===== src/rtl/verificador_contagem_if.sv =====
// Bundle of the monitored count stream (into the checker) and the checker's status outputs.
// Direction suffixes are given from the checker's point of view.
interface verificador_contagem_if #(
    parameter int LARGURA  = 3,
    parameter int ERR_W    = 8,
    parameter int VOLTAS_W = 8
);
    logic                valido_i;
    logic [LARGURA-1:0]  contagem_i;
    logic                limpar_i;
    logic                travado_o;
    logic                erro_o;
    logic                erro_faixa_o;
    logic [ERR_W-1:0]    conta_erros_o;
    logic [VOLTAS_W-1:0] voltas_o;

    modport master (
        output valido_i, contagem_i, limpar_i,
        input  travado_o, erro_o, erro_faixa_o, conta_erros_o, voltas_o
    );

    modport slave (
        input  valido_i, contagem_i, limpar_i,
        output travado_o, erro_o, erro_faixa_o, conta_erros_o, voltas_o
    );
endinterface


===== src/rtl/verificador_contagem.sv =====
// Run-time monitor for a mod-MODULO up-counter stream: acquires, locks onto the
// 0..MODULO-1 sequence, then counts wraps and sequence errors.
module verificador_contagem #(
    parameter int LARGURA    = 3,
    parameter int MODULO     = 5,
    parameter int LOCK_COUNT = 2,
    parameter int ERR_W      = 8,
    parameter int VOLTAS_W   = 8
) (
    input  logic                   clk,
    input  logic                   rst_n,
    verificador_contagem_if.slave  mon
);

    localparam int GW = (LOCK_COUNT < 1) ? 1 : $clog2(LOCK_COUNT + 1);

    localparam logic [LARGURA-1:0] MOD_MAX   = LARGURA'(MODULO - 1);
    localparam logic [LARGURA:0]   MOD_EXT   = (LARGURA + 1)'(MODULO);
    localparam logic [GW-1:0]      LOCK_ALVO = GW'(LOCK_COUNT);

    typedef enum logic [1:0] {
        ST_SYNC = 2'd0,
        ST_ACQ  = 2'd1,
        ST_LOCK = 2'd2
    } estado_t;

    estado_t             estado_q, estado_d;
    logic [LARGURA-1:0]  ref_q, ref_d;
    logic [GW-1:0]       good_q, good_d;
    logic                erro_q, erro_d;
    logic                faixa_q, faixa_d;
    logic [ERR_W-1:0]    conta_q, conta_d;
    logic [VOLTAS_W-1:0] voltas_q, voltas_d;

    logic [LARGURA-1:0]  valor;
    logic [LARGURA-1:0]  esperado;
    logic [GW-1:0]       good_inc;
    logic                fora_faixa;
    logic                inc_erro;
    logic                inc_volta;

    assign valor      = mon.contagem_i;
    assign esperado   = (ref_q == MOD_MAX) ? '0 : ref_q + LARGURA'(1);
    assign good_inc   = good_q + GW'(1);
    // Widened compare so MODULO == 2**LARGURA never flags out-of-range.
    assign fora_faixa = ({1'b0, valor} >= MOD_EXT);

    always_comb begin
        estado_d  = estado_q;
        ref_d     = ref_q;
        good_d    = good_q;
        erro_d    = 1'b0;
        faixa_d   = 1'b0;
        inc_erro  = 1'b0;
        inc_volta = 1'b0;

        if (mon.valido_i) begin
            if (fora_faixa) begin
                faixa_d  = 1'b1;
                estado_d = ST_SYNC;
                good_d   = '0;
                if (estado_q == ST_LOCK) begin
                    erro_d   = 1'b1;
                    inc_erro = 1'b1;
                end
            end else begin
                ref_d = valor;
                case (estado_q)
                    ST_SYNC: begin
                        good_d   = '0;
                        estado_d = ST_ACQ;
                    end
                    ST_ACQ: begin
                        if (valor == esperado) begin
                            good_d = good_inc;
                            if (good_inc == LOCK_ALVO) begin
                                estado_d = ST_LOCK;
                            end
                        end else begin
                            good_d = '0;
                        end
                    end
                    ST_LOCK: begin
                        // A repeated value also lands here: a stalled counter is a mismatch.
                        if (valor == esperado) begin
                            inc_volta = (valor == '0);
                        end else begin
                            erro_d   = 1'b1;
                            inc_erro = 1'b1;
                            good_d   = '0;
                            estado_d = ST_ACQ;
                        end
                    end
                    default: begin
                        good_d   = '0;
                        estado_d = ST_SYNC;
                    end
                endcase
            end
        end
    end

    // Clear takes priority over a same-cycle increment.
    always_comb begin
        conta_d  = conta_q;
        voltas_d = voltas_q;
        if (mon.limpar_i) begin
            conta_d  = '0;
            voltas_d = '0;
        end else begin
            if (inc_erro && (conta_q != '1)) begin
                conta_d = conta_q + ERR_W'(1);
            end
            if (inc_volta) begin
                voltas_d = voltas_q + VOLTAS_W'(1);
            end
        end
    end

    always_ff @(posedge clk or negedge rst_n) begin
        if (!rst_n) begin
            estado_q <= ST_SYNC;
            ref_q    <= '0;
            good_q   <= '0;
            erro_q   <= 1'b0;
            faixa_q  <= 1'b0;
            conta_q  <= '0;
            voltas_q <= '0;
        end else begin
            estado_q <= estado_d;
            ref_q    <= ref_d;
            good_q   <= good_d;
            erro_q   <= erro_d;
            faixa_q  <= faixa_d;
            conta_q  <= conta_d;
            voltas_q <= voltas_d;
        end
    end

    assign mon.travado_o     = (estado_q == ST_LOCK);
    assign mon.erro_o        = erro_q;
    assign mon.erro_faixa_o  = faixa_q;
    assign mon.conta_erros_o = conta_q;
    assign mon.voltas_o      = voltas_q;

endmodule

===== src/flat_wrapper.sv =====
// flat-port wrapper written by rule: the top's interface ports become plain ports
module verificador_contagem_flat 
#(
    parameter int LARGURA    = 3,
    parameter int MODULO     = 5,
    parameter int LOCK_COUNT = 2,
    parameter int ERR_W      = 8,
    parameter int VOLTAS_W   = 8
)
  (clk, rst_n, mon_valido_i, mon_contagem_i, mon_limpar_i, mon_travado_o, mon_erro_o, mon_erro_faixa_o, mon_conta_erros_o, mon_voltas_o);
  verificador_contagem_if #(.LARGURA(LARGURA), .ERR_W(ERR_W), .VOLTAS_W(VOLTAS_W)) mon_i ();
  input  logic clk;
  input  logic rst_n;
  input wire logic [$bits(mon_i.valido_i)-1:0] mon_valido_i;
  input wire logic [$bits(mon_i.contagem_i)-1:0] mon_contagem_i;
  input wire logic [$bits(mon_i.limpar_i)-1:0] mon_limpar_i;
  output wire logic [$bits(mon_i.travado_o)-1:0] mon_travado_o;
  output wire logic [$bits(mon_i.erro_o)-1:0] mon_erro_o;
  output wire logic [$bits(mon_i.erro_faixa_o)-1:0] mon_erro_faixa_o;
  output wire logic [$bits(mon_i.conta_erros_o)-1:0] mon_conta_erros_o;
  output wire logic [$bits(mon_i.voltas_o)-1:0] mon_voltas_o;
  assign mon_i.valido_i = mon_valido_i;
  assign mon_i.contagem_i = mon_contagem_i;
  assign mon_i.limpar_i = mon_limpar_i;
  assign mon_travado_o = mon_i.travado_o;
  assign mon_erro_o = mon_i.erro_o;
  assign mon_erro_faixa_o = mon_i.erro_faixa_o;
  assign mon_conta_erros_o = mon_i.conta_erros_o;
  assign mon_voltas_o = mon_i.voltas_o;
  verificador_contagem #(.LARGURA(LARGURA), .MODULO(MODULO), .LOCK_COUNT(LOCK_COUNT), .ERR_W(ERR_W), .VOLTAS_W(VOLTAS_W)) u_core (.clk(clk), .rst_n(rst_n), .mon(mon_i));
endmodule

===== config.mk =====
export PLATFORM = sky130hd
export DESIGN_NAME = verificador_contagem_flat
export DESIGN_NICKNAME = d
export VERILOG_FILES = /design/src/rtl/verificador_contagem_if.sv /design/src/rtl/verificador_contagem.sv /design/src/flat_wrapper.sv
export SDC_FILE = /design/constraint.sdc
export NUM_CORES = 1
export LEC_CHECK = 0
export ABC_AREA = 1
export BUFFER_PORTS_ARGS = -buffer_cell sky130_fd_sc_hd__buf_2
export CAP_MARGIN = 30
export CORE_AREA = 5 5 89 83
export DETAILED_ROUTE_END_ITERATION = 8
export DIE_AREA = 0 0 94 88
export PLACE_DENSITY_LB_ADDON = 0.05
export RECOVER_POWER = 25
export SYNTH_ARGS = -nofsm -noshare
export SYNTH_HDL_FRONTEND = slang
export SYNTH_SLANG_ARGS = --single-unit

===== constraint.sdc =====
create_clock -name clk -period 2.4 [get_ports clk]
set_clock_uncertainty 0.1 [all_clocks]
set_input_delay 0.24 -clock clk [delete_from_list [all_inputs] [get_ports clk]]
set_output_delay 0.24 -clock clk [all_outputs]
set_load 0.01 [all_outputs]

# [Yosys cells after proc, flatten, opt, wreduce, memory -nomap -nowiden]
# Cells that the tools add are included.
[totals] regBits=25 in_bits=7
[classes] addsub=4 order_cmp=1 n_eq_ne=9 muxes=25 bitwise=1 reduce_logical=8
[ops] operator="$mux 8" count=4
[ops] operator="$add 8x1->8 const B" count=2
[ops] operator="$mux 2" count=7
[ops] operator="$mux 1" count=11
[ops] operator="$ne 8x8->1 const B" count=1
[ops] operator="$ne 3x1->1 const B" count=2
[ops] operator="$pmux 2 s3" count=1
[ops] operator="$eq 2x2->1 const B" count=2
[ops] operator="$pmux 2 s2" count=1
[ops] operator="$reduce_and 2->1" count=2
[ops] operator="$reduce_and 4->1" count=1
[ops] operator="$reduce_bool 2->1" count=2
[ops] operator="$add 3x1->3 const B" count=1
[ops] operator="$eq 3x3->1" count=1
[ops] operator="$eq 3x3->1 const B" count=1
[ops] operator="$ge 3x3->1 const B" count=1
[ops] operator="$logic_not 3->1" count=1
[ops] operator="$mux 3" count=1
[ops] operator="$ne 3x2->1 const B" count=1
[ops] operator="$add 2x1->2 const B" count=1
[ops] operator="$eq 2x1->1 const B" count=1
[ops] operator="$logic_not 2->1" count=1
[ops] operator="$logic_and 1x1->1" count=1
[ops] operator="$not 1->1" count=1

# [Longest topological paths before layout]
# Gate-level depths: netlist (run 1).
[depth] ltp_word=10 depth_mapped=12

# [Worst setup path before layout (run 1)]
# OpenSTA, ideal clock, no wires.
[synth_path] path_type="reg2reg" from="reg u_core.ref_q[0]" to="reg u_core.conta_q[0], in the netlist u_core.mon.conta_erros_o[0]" setup_time_ns=0.117 arrival_time_ns=1.465 t_required_ns=2.183 path_slack_ns=0.718 path_stages_with_launch=13 n_path_buf=0 period_less_slack_ns=1.682 path_cell_list="dfrtp_1 -> inv_2 -> ha_1 -> nand2_2 -> nand2_1 -> nand2_1 -> nand2_1 -> nor2_4 -> nand3_2 -> nand3_4 -> nand2_4 -> nand2_1 -> nand2_1"
[synth_between] elab_chain_cells=9 elab_cells_between_ends=10 cone_classes="1 x add/sub; 2 x eq/ne; 5 x mux; 2 x reduce/logical"
[synth_lines] element="start, declared" line="verificador_contagem.sv:28" source="logic [LARGURA-1:0] ref_q, ref_d;"
[synth_lines] element="start signal, assigned" line="verificador_contagem.sv:131" source="ref_q <= ref_d;"
[synth_lines] element="$add 3x1->3 or $eq 3x3->1 (tied branches)" line="verificador_contagem.sv:43" source="assign esperado = (ref_q == MOD_MAX) ? '0 : ref_q + LARGURA'(1);"
[synth_lines] element="$mux 3 (*)" line="verificador_contagem.sv:43"
[synth_lines] element="$eq 3x3->1 (*)" line="verificador_contagem.sv:85" source="if (valor == esperado) begin"
[synth_lines] element="$mux 1 (*)" line="verificador_contagem.sv:85"
[synth_lines] element="$mux 1 (*)" line="verificador_contagem.sv:68" source="case (estado_q)"
[synth_lines] element="$mux 1 (*)" line="verificador_contagem.sv:58" source="if (fora_faixa) begin"
[synth_lines] element="$mux 1 (*)" line="verificador_contagem.sv:57" source="if (mon.valido_i) begin"
[synth_lines] element="$logic_and 1x1->1 (*)" line="verificador_contagem.sv:111" source="if (inc_erro && (conta_q != '1)) begin"
[synth_lines] element="$reduce_bool 2->1 (no line) (*)"
[synth_lines] element="end signal, assigned" line="verificador_contagem.sv:135" source="conta_q <= conta_d;"
[synth_lines] element="end, declared" line="verificador_contagem.sv:32" source="logic [ERR_W-1:0] conta_q, conta_d;"
# Mark *: on every way between the ends. The rest lies on a longest branch, timed or not.
# A chain may end at the register's enable or synchronous reset.

# [Final worst setup path (run 1)]
# Same ends and word-level chain as after synthesis.

==> reports/metrics.yaml, run 1 <==
outcome:
  run_status: "complete, no violations"
clock_tree:
  root_buffer: "clkbuf_8"
  cts_num_sinks: 25
  cts-root-to-sink-buffers: 2
  cts_resized: 0
  cts-buffers-inserted: 3
  cts_tree: "built"
  h_tree_lvl_count: 1
  post-cts-setup-buffers: 0
  clk-insertion-delay-late_ns: 0.28
  post_cts_hold_buffer_count: 1
  clkTransAtPathRegs_ns: 0.10
setup_path:
  crit_buf_inv: 1
  setup.worst_path.class: "register to register"
  critical-path-top-cell-by-count: "nand2_1"
  worstSetupEndpointType: "register"
  path_cells: "inv_2, ha_1, nand2_2, nand2_1, nand2_1, nand2_1, nor2_4, nand3_2, nand3_4, nand2_4, nand2_1, nand2_1"
  critPathTopFamily: "simple AND/OR/NAND/NOR gates"
  reg2reg_from: "u_core.ref_q[0]"
  cpMaxStageDelayCell: "dfrtp_1"
  crit_path_max_incr_delay_ns: 0.40
  cp_data_required_time_ns: 2.47
  worst-path-max-fanout: 9
  reg2reg_setup_slack_ns: 0.49
  reg2reg_to: "u_core.mon.conta_erros_o[0]"
  worst-endpoint-arrival_ns: 1.98
  critPathLaunchType: "register"
  rr_worst_depth: 12
route:
  num_vias: 1335
  final_antenna_net_count: 0
  routed_wl_um: 3680
  post_drt_wl_per_cell_um: 11.4
  drt_iter0_drc: 28
  dr.pass1.iters: 4
  vias_per_inst: 4.15
  post-route-drc-count: 0
timing:
  timing.final.crit_share_pct: 79.6
  rsz0062_at_grt: "false"
  final-hold-violation-count: 0
  clock.fmax_ghz: 0.523
  final.setup.tns_ns: 0
  period_minus_slack_ns: 1.91
  max_slew.worst_pin.slew_ns: 1.47
  slew_headroom_pct: 1.76
  maxSlewViolCount: 0
  setup_violations: 0
  holdWs_ns: 0.138
synthesis:
  mappedNetlistNets: 217
  synth.distinct_cells: 24
  ys.warnings.count: 0
  synth_largest_area_cell: "dfrtp_1"
  synth-edff-count: 0
  post_synth_inst_count: 205
  post_synth.cell_area_avg_um2: 7.49
  synth_area_leaders: "dfrtp_1 41%, nand2_1 16%, nand3_1 7.8%"
  synth_top_flop_cell: "dfrtp_1"
  synth_seq_cells: 25
  synth-async-reset-ratio_pct: 100
  synth_top_area_share_pct: 40.7
  netlist_area_um2: 1540
  yosysSeqAreaShare_pct: 40.7
global_routing:
  pin_count_of_the_biggest_net_entering_global_routing: 26
  global_route.usage.met2_pct: 15.5
  globalRouteTotalUtil_pct: 9.39
  first_global_vias: 1292
  busiest_layer: "met2"
  use_met3_pct: 2.66
  antenna_violations_before_repair: 0
  grt_overflow: 0
  wire_length_of_the_first_global_routing_pass_um: 6130
  globalRouteMet1Util_pct: 12.1
final_layout:
  seqCellArea_um2: 626
  antenna_cells_inserted: 0
  mostFrequentLayoutCells: "65 x nand2_1, 25 x dfrtp_1, 24 x nand3_1, 22 x buf_2"
  area_growth_pct: 18.2
  final_core_utilization_pct: 28.5
  fillCellCount: 749
  layout.cells.most_common: "nand2_1"
  multiInputGateArea_um2: 806
  nNetsFinal: 245
  post_route_cells_drive_above_1_share_pct: 17.7
power:
  p_leak_nw: 0.973
  max-vdd-ir-drop_uv: 208
  power.density_nw_per_um2: 516
placement:
  gp_congestion: 0.750
  place_hpwl_um: 2680
  port_buffers: 25
min_path:
  worstHoldEndpoint: "u_core.ref_q[0]"
  hold_path_startpoint: "mon_contagem_i[0]"
  hold_path_depth: 3
  worstHoldPathType: "input port to register"
floorplanning:
  die_width_um: 94
  start_util_pct: 24.1
  floorplan.core_area_um2: 6380
  top_level_ports: 26
  die_area_um2: 8270
  std_cell_rows: 28
  dieHeight_um: 88
flow_run:
  cap_viol_max_count: 0
-- worst min-delay path: stages --
cell     delay (ns)
buf_2          0.13
inv_2          0.05
o21ai_1        0.06
-- cells in the mapped netlist, types with 2 or more instances --
master	n
nor2_1	20
nand2_1	65
a21oi_1	2
inv_1	20
nand2_4	2
clkbuf_1	3
o21ai_1	6
ha_1	5
nand3_1	24
xnor2_1	2
xor2_1	5
nor3_1	5
nor3b_1	3
inv_2	5
dfrtp_1	25
nand4_1	5
-- metrics by stage --
stage                     cells  total power [W]  area [µm²]  worst slack [ns]
after floorplan             205         0.000622        1540             0.718
after global placement      317         0.000690        1760             0.508
after detailed placement    317         0.000685        1760             0.493
after CTS                   322         0.000965        1820             0.479
after global routing        322          0.00101        1820             0.183
final                       322         0.000938        1820             0.489
-- cell families after synthesis --
logic type / share of synthesized area [%]
XOR/XNOR: 3.99
adder cells (fa/ha/maj): 4.07
AO/OA/AOI/OAI: 2.61
flip-flops: 40.7
AND/OR/NAND/NOR: 41.8
buffers and inverters: 6.84
-- per-layer routing --
| metal | wire [µm] | vias to the layer above | share of wire (%) |
|---|---|---|---|
| met5 | 0 | - | 0 |
| met4 | 23 | 0 | 0.63 |
| met3 | 143 | 2 | 3.9 |
| met2 | 1670 | 16 | 45 |
| met1 | 1840 | 606 | 50 |
| li1 | - | 711 | - |
-- worst max path at each step --
stage | startpoint | to | slack [ns] | depth (start not counted)
2_1_floorplan | u_core.ref_q[0] | u_core.mon.conta_erros_o[0] | 0.72 | 12
3_3_place_gp | u_core.ref_q[0] | u_core.mon.conta_erros_o[7] | 0.51 | 12
3_5_place_dp | u_core.ref_q[0] | u_core.mon.conta_erros_o[3] | 0.49 | 12
4_1_cts | u_core.ref_q[0] | u_core.mon.conta_erros_o[3] | 0.48 | 12
5_1_grt | rst_n | u_core.mon.conta_erros_o[5] | 0.18 | 2
6_report | u_core.ref_q[0] | u_core.mon.conta_erros_o[0] | 0.49 | 12
-- where the power goes --
part	switching [W]	internal, W
clock	0.000148	0.000116
sequential	0.0000340	0.000448
combinational	0.000125	0.0000662
-- final cells by class --
cell class	instances	share of cell area, %
Timing Repair Buffer	26	7.24
Inverter	25	5.17
Tap cell	90	6.20
Multi-Input combinational cell	152	44.4
Sequential cell	25	34.5
Clock buffer	3	2.27
Clock inverter	1	0.276
-- registers in the layout, summed over array words and instances, names as in the netlist --
signal / flops
u_core.mon.conta_erros_o: 8
u_core.mon.voltas_o: 8
u_core.ref_q: 3
u_core.estado_q: 2
u_core.good_q: 2
u_core.mon.erro_faixa_o: 1
u_core.mon.erro_o: 1
Note: power is estimated with default switching activity, not from simulation.
==> inputs of run 2 (changes only) <==
--- a/config.mk
+++ b/config.mk
@@ -5,12 +5,12 @@
 export SDC_FILE = /design/constraint.sdc
 export NUM_CORES = 1
 export LEC_CHECK = 0
-export ABC_AREA = 1
+export ABC_AREA = 0
 export BUFFER_PORTS_ARGS = -buffer_cell sky130_fd_sc_hd__buf_2
 export CAP_MARGIN = 30
-export CORE_AREA = 5 5 89 83
+export CORE_AREA = 5 5 88 82
 export DETAILED_ROUTE_END_ITERATION = 8
-export DIE_AREA = 0 0 94 88
+export DIE_AREA = 0 0 93 87
 export PLACE_DENSITY_LB_ADDON = 0.05
 export RECOVER_POWER = 25
 export SYNTH_ARGS = -nofsm -noshare
==> constraint.sdc (replaced) <==
create_clock -name clk -period 1.7 [get_ports clk]
set_clock_uncertainty 0.1 [all_clocks]
set_input_delay 0.17 -clock clk [delete_from_list [all_inputs] [get_ports clk]]
set_output_delay 0.17 -clock clk [all_outputs]
set_load 0.01 [all_outputs]
==> run 2 against run 1 <==
Against the previous run:
- the run now ends with negative setup slack left
- wire length grew 17%
- maximum frequency shrank 16%
- sequential share of layout area shrank 6.3 points
- first-iteration DRC count grew 110%
- register-to-register slack lost 1.1 ns
- via count grew 10%
- worst hold slack lost 0.055 ns
- largest cell class unchanged
==> reports/metrics.yaml, run 2 <==
synthesis:
  synth.cells.most_frequent: "25 x dfrtp_1, 14 x nor2_1, 11 x nand3_1"
  yosysSeqAreaShare_pct: 42.1
  synth_largest_area_cell: "dfrtp_1"
  synth_top_area_share_pct: 42.1
  synth.distinct_cells: 43
  ys.warnings.count: 0
  netlist_area_um2: 1490
  post_synth.cell_area_avg_um2: 9.60
  mappedNetlistNets: 167
  synth_top_flop_cell: "dfrtp_1"
  synth_seq_cells: 25
  synth_most_common_cell: "dfrtp_1"
  synth-async-reset-ratio_pct: 100
  synth_area_leaders: "dfrtp_1 42%, mux2_2 7.6%, ha_1 4.2%"
  synth-edff-count: 0
  post_synth_inst_count: 155
global_routing:
  grt_overflow: 0
  wire_length_of_the_first_global_routing_pass_um: 7040
  globalRouteTotalUtil_pct: 10.9
  first_global_vias: 1504
  antenna_violations_before_repair: 0
  pin_count_of_the_biggest_net_entering_global_routing: 26
final_layout:
  area_growth_pct: 49.5
  mostFrequentLayoutCells: "42 x buf_4, 25 x dfrtp_1, 22 x buf_2, 13 x nor2_1, 10 x nor2b_1"
  finish.instance_area_um2: 2220
  post_route_cells_drive_above_1_share_pct: 49.1
  multiInputGateArea_um2: 958
  antenna_cells_inserted: 0
  fillCellCount: 678
  layout.cells.most_common: "buf_4"
  finish.cell_count_without_fillers: 301
  nNetsFinal: 239
  seqCellArea_um2: 626
route:
  routed_wl_um: 4300
  drt_iter0_drc: 60
  post_drt_wl_per_cell_um: 14.3
  post-route-drc-count: 0
  vias_per_inst: 4.89
  num_vias: 1472
  final_antenna_net_count: 0
  dr.pass1.iters: 4
floorplanning:
  std_cell_rows: 28
  floorplan.core_area_um2: 6310
  top_level_ports: 26
  dieHeight_um: 87
  start_util_pct: 23.6
  die_area_um2: 8090
  die_width_um: 93
placement:
  place_hpwl_um: 3110
  placement.cell_area_um2: 1990
  dp.cells: 289
  port_buffers: 25
  gp_congestion: 0.745
setup_path:
  worstSetupEndpointType: "register"
  crit_buf_inv: 2
  path_cells: "inv_2, ha_4, or4_4, and3_4, buf_6, or4_4, a21oi_2"
  worstSetupStartpoint: "u_core.ref_q[1]"
  cpMaxStageDelayCell: "or4_4"
  crit_path_max_incr_delay_ns: 0.55
  cp_data_required_time_ns: 1.81
  critical-path-top-cell-by-count: "or4_4"
  worst-endpoint-arrival_ns: 2.39
  reg2reg_from: "u_core.ref_q[1]"
  setup.worst_path.class: "register to register"
  critPathTopFamily: "simple AND/OR/NAND/NOR gates"
  critPathLaunchType: "register"
  worst-path-max-fanout: 7
clock_tree:
  root_buffer: "clkbuf_8"
  cts_num_sinks: 25
  cts_tree: "built"
  clk-insertion-delay-late_ns: 0.28
  cts-root-to-sink-buffers: 2
  cts-buffers-inserted: 3
  h_tree_lvl_count: 1
  clkTransAtPathRegs_ns: 0.10
timing:
  period_minus_slack_ns: 2.28
  final-hold-violation-count: 0
  worst_slack_ns: -0.577
  maxSlewViolCount: 0
  max_slew.worst_pin.slew_ns: 0.694
  clock.fmax_ghz: 0.439
  final.setup.tns_ns: -9.73
  slew_headroom_pct: 53.7
  timing.final.crit_share_pct: 134
  rsz0062_at_grt: "true"
  setup_violations: 21
min_path:
  hold_path_startpoint: "mon_contagem_i[2]"
  worstHoldPathType: "input port to register"
outcome:
  violated_checks: "negative setup slack"
  run_status: "finished with violations"
power:
  p_leak_nw: 1.08
  max-vdd-ir-drop_uv: 342
  finalPower_w: 0.00141
  power.density_nw_per_um2: 634
flow_run:
  cap_viol_max_count: 0
## run 2: cell type report
type	count	area share [%]
Inverter	7	1.18
Multi-Input combinational cell	119	43.1
Clock buffer	3	1.86
Tap cell	75	4.22
Timing Repair Buffer	71	21.3
Sequential cell	25	28.1
Clock inverter	1	0.225
## run 2: path summary, 6_finish.rpt
| kind | cells past startpoint | slack [ns] | endpoint |
|---|---|---|---|
| max reg2reg | 7 | -0.58 | u_core.mon.voltas_o[3] |
| max in group asynchronous | 2 | 0.69 | u_core.mon.voltas_o[5] |
| max | 7 | -0.58 | u_core.mon.voltas_o[3] |
| min reg2reg | 2 | 0.44 | u_core.good_q[1] |
| min | 3 | 0.08 | u_core.mon.erro_faixa_o |
| min in group asynchronous | 2 | 0.37 | u_core.ref_q[0] |
## run 2: per-layer routing
layer	up-vias	track usage [%]	part of all wire, %
met3	6	3.28	4.7
met5	-	0	0
met4	0	2.93	0.98
met2	31	17.7	47
met1	720	14.2	47
li1	715	-	-
## run 2: worst reg2reg max path, stage by stage (launching register included)
cell	delay, ns
dfrtp_1	0.41
inv_2	0.08
ha_4	0.20
or4_4	0.55
and3_4	0.21
buf_6	0.13
or4_4	0.41
a21oi_2	0.12
## run 2: power by group
group / total, W / switching [W] / leakage [nW] / internal (W)
sequential: 0.000637 / 0.0000187 / 0.340 / 0.000618
clock: 0.000379 / 0.000215 / 0.0255 / 0.000165
combinational: 0.000393 / 0.000193 / 0.711 / 0.000201
## run 2: stage by stage
step | hold WS (ns) | setup slack (ns) | utilization, %
6_report | 0.0828 | -0.577 | 35.3
5_1_grt | 0.0934 | -0.658 | 35.3
4_1_cts | 0.0717 | -0.577 | 34.3
3_5_place_dp | 0.136 | -0.612 | 31.5
3_3_place_gp | 0.129 | -0.575 | 31.5
2_1_floorplan | -0.226 | -0.609 | -
## run 2: logic make-up (layout without fill, tap and decap cells)
family / count (synthesis) / in the layout / share of synthesized area [%]
mux: 11 / 11 / 8.24
buf+inv: 11 / 82 / 3.95
fa+ha+maj: 5 / 5 / 4.21
compound gates: 28 / 28 / 12.4
flops: 25 / 25 / 42.1
simple gates: 74 / 74 / 28.6
xor+xnor: 1 / 1 / 0.589
## run 2: timing repair
action	CTS	global route
setup buffers	6	1
pin swaps	2	4
hold buffers	1	0
resized for setup	16	16
setup endpoints to repair	21	21
endpoints found under the hold margin	25	0
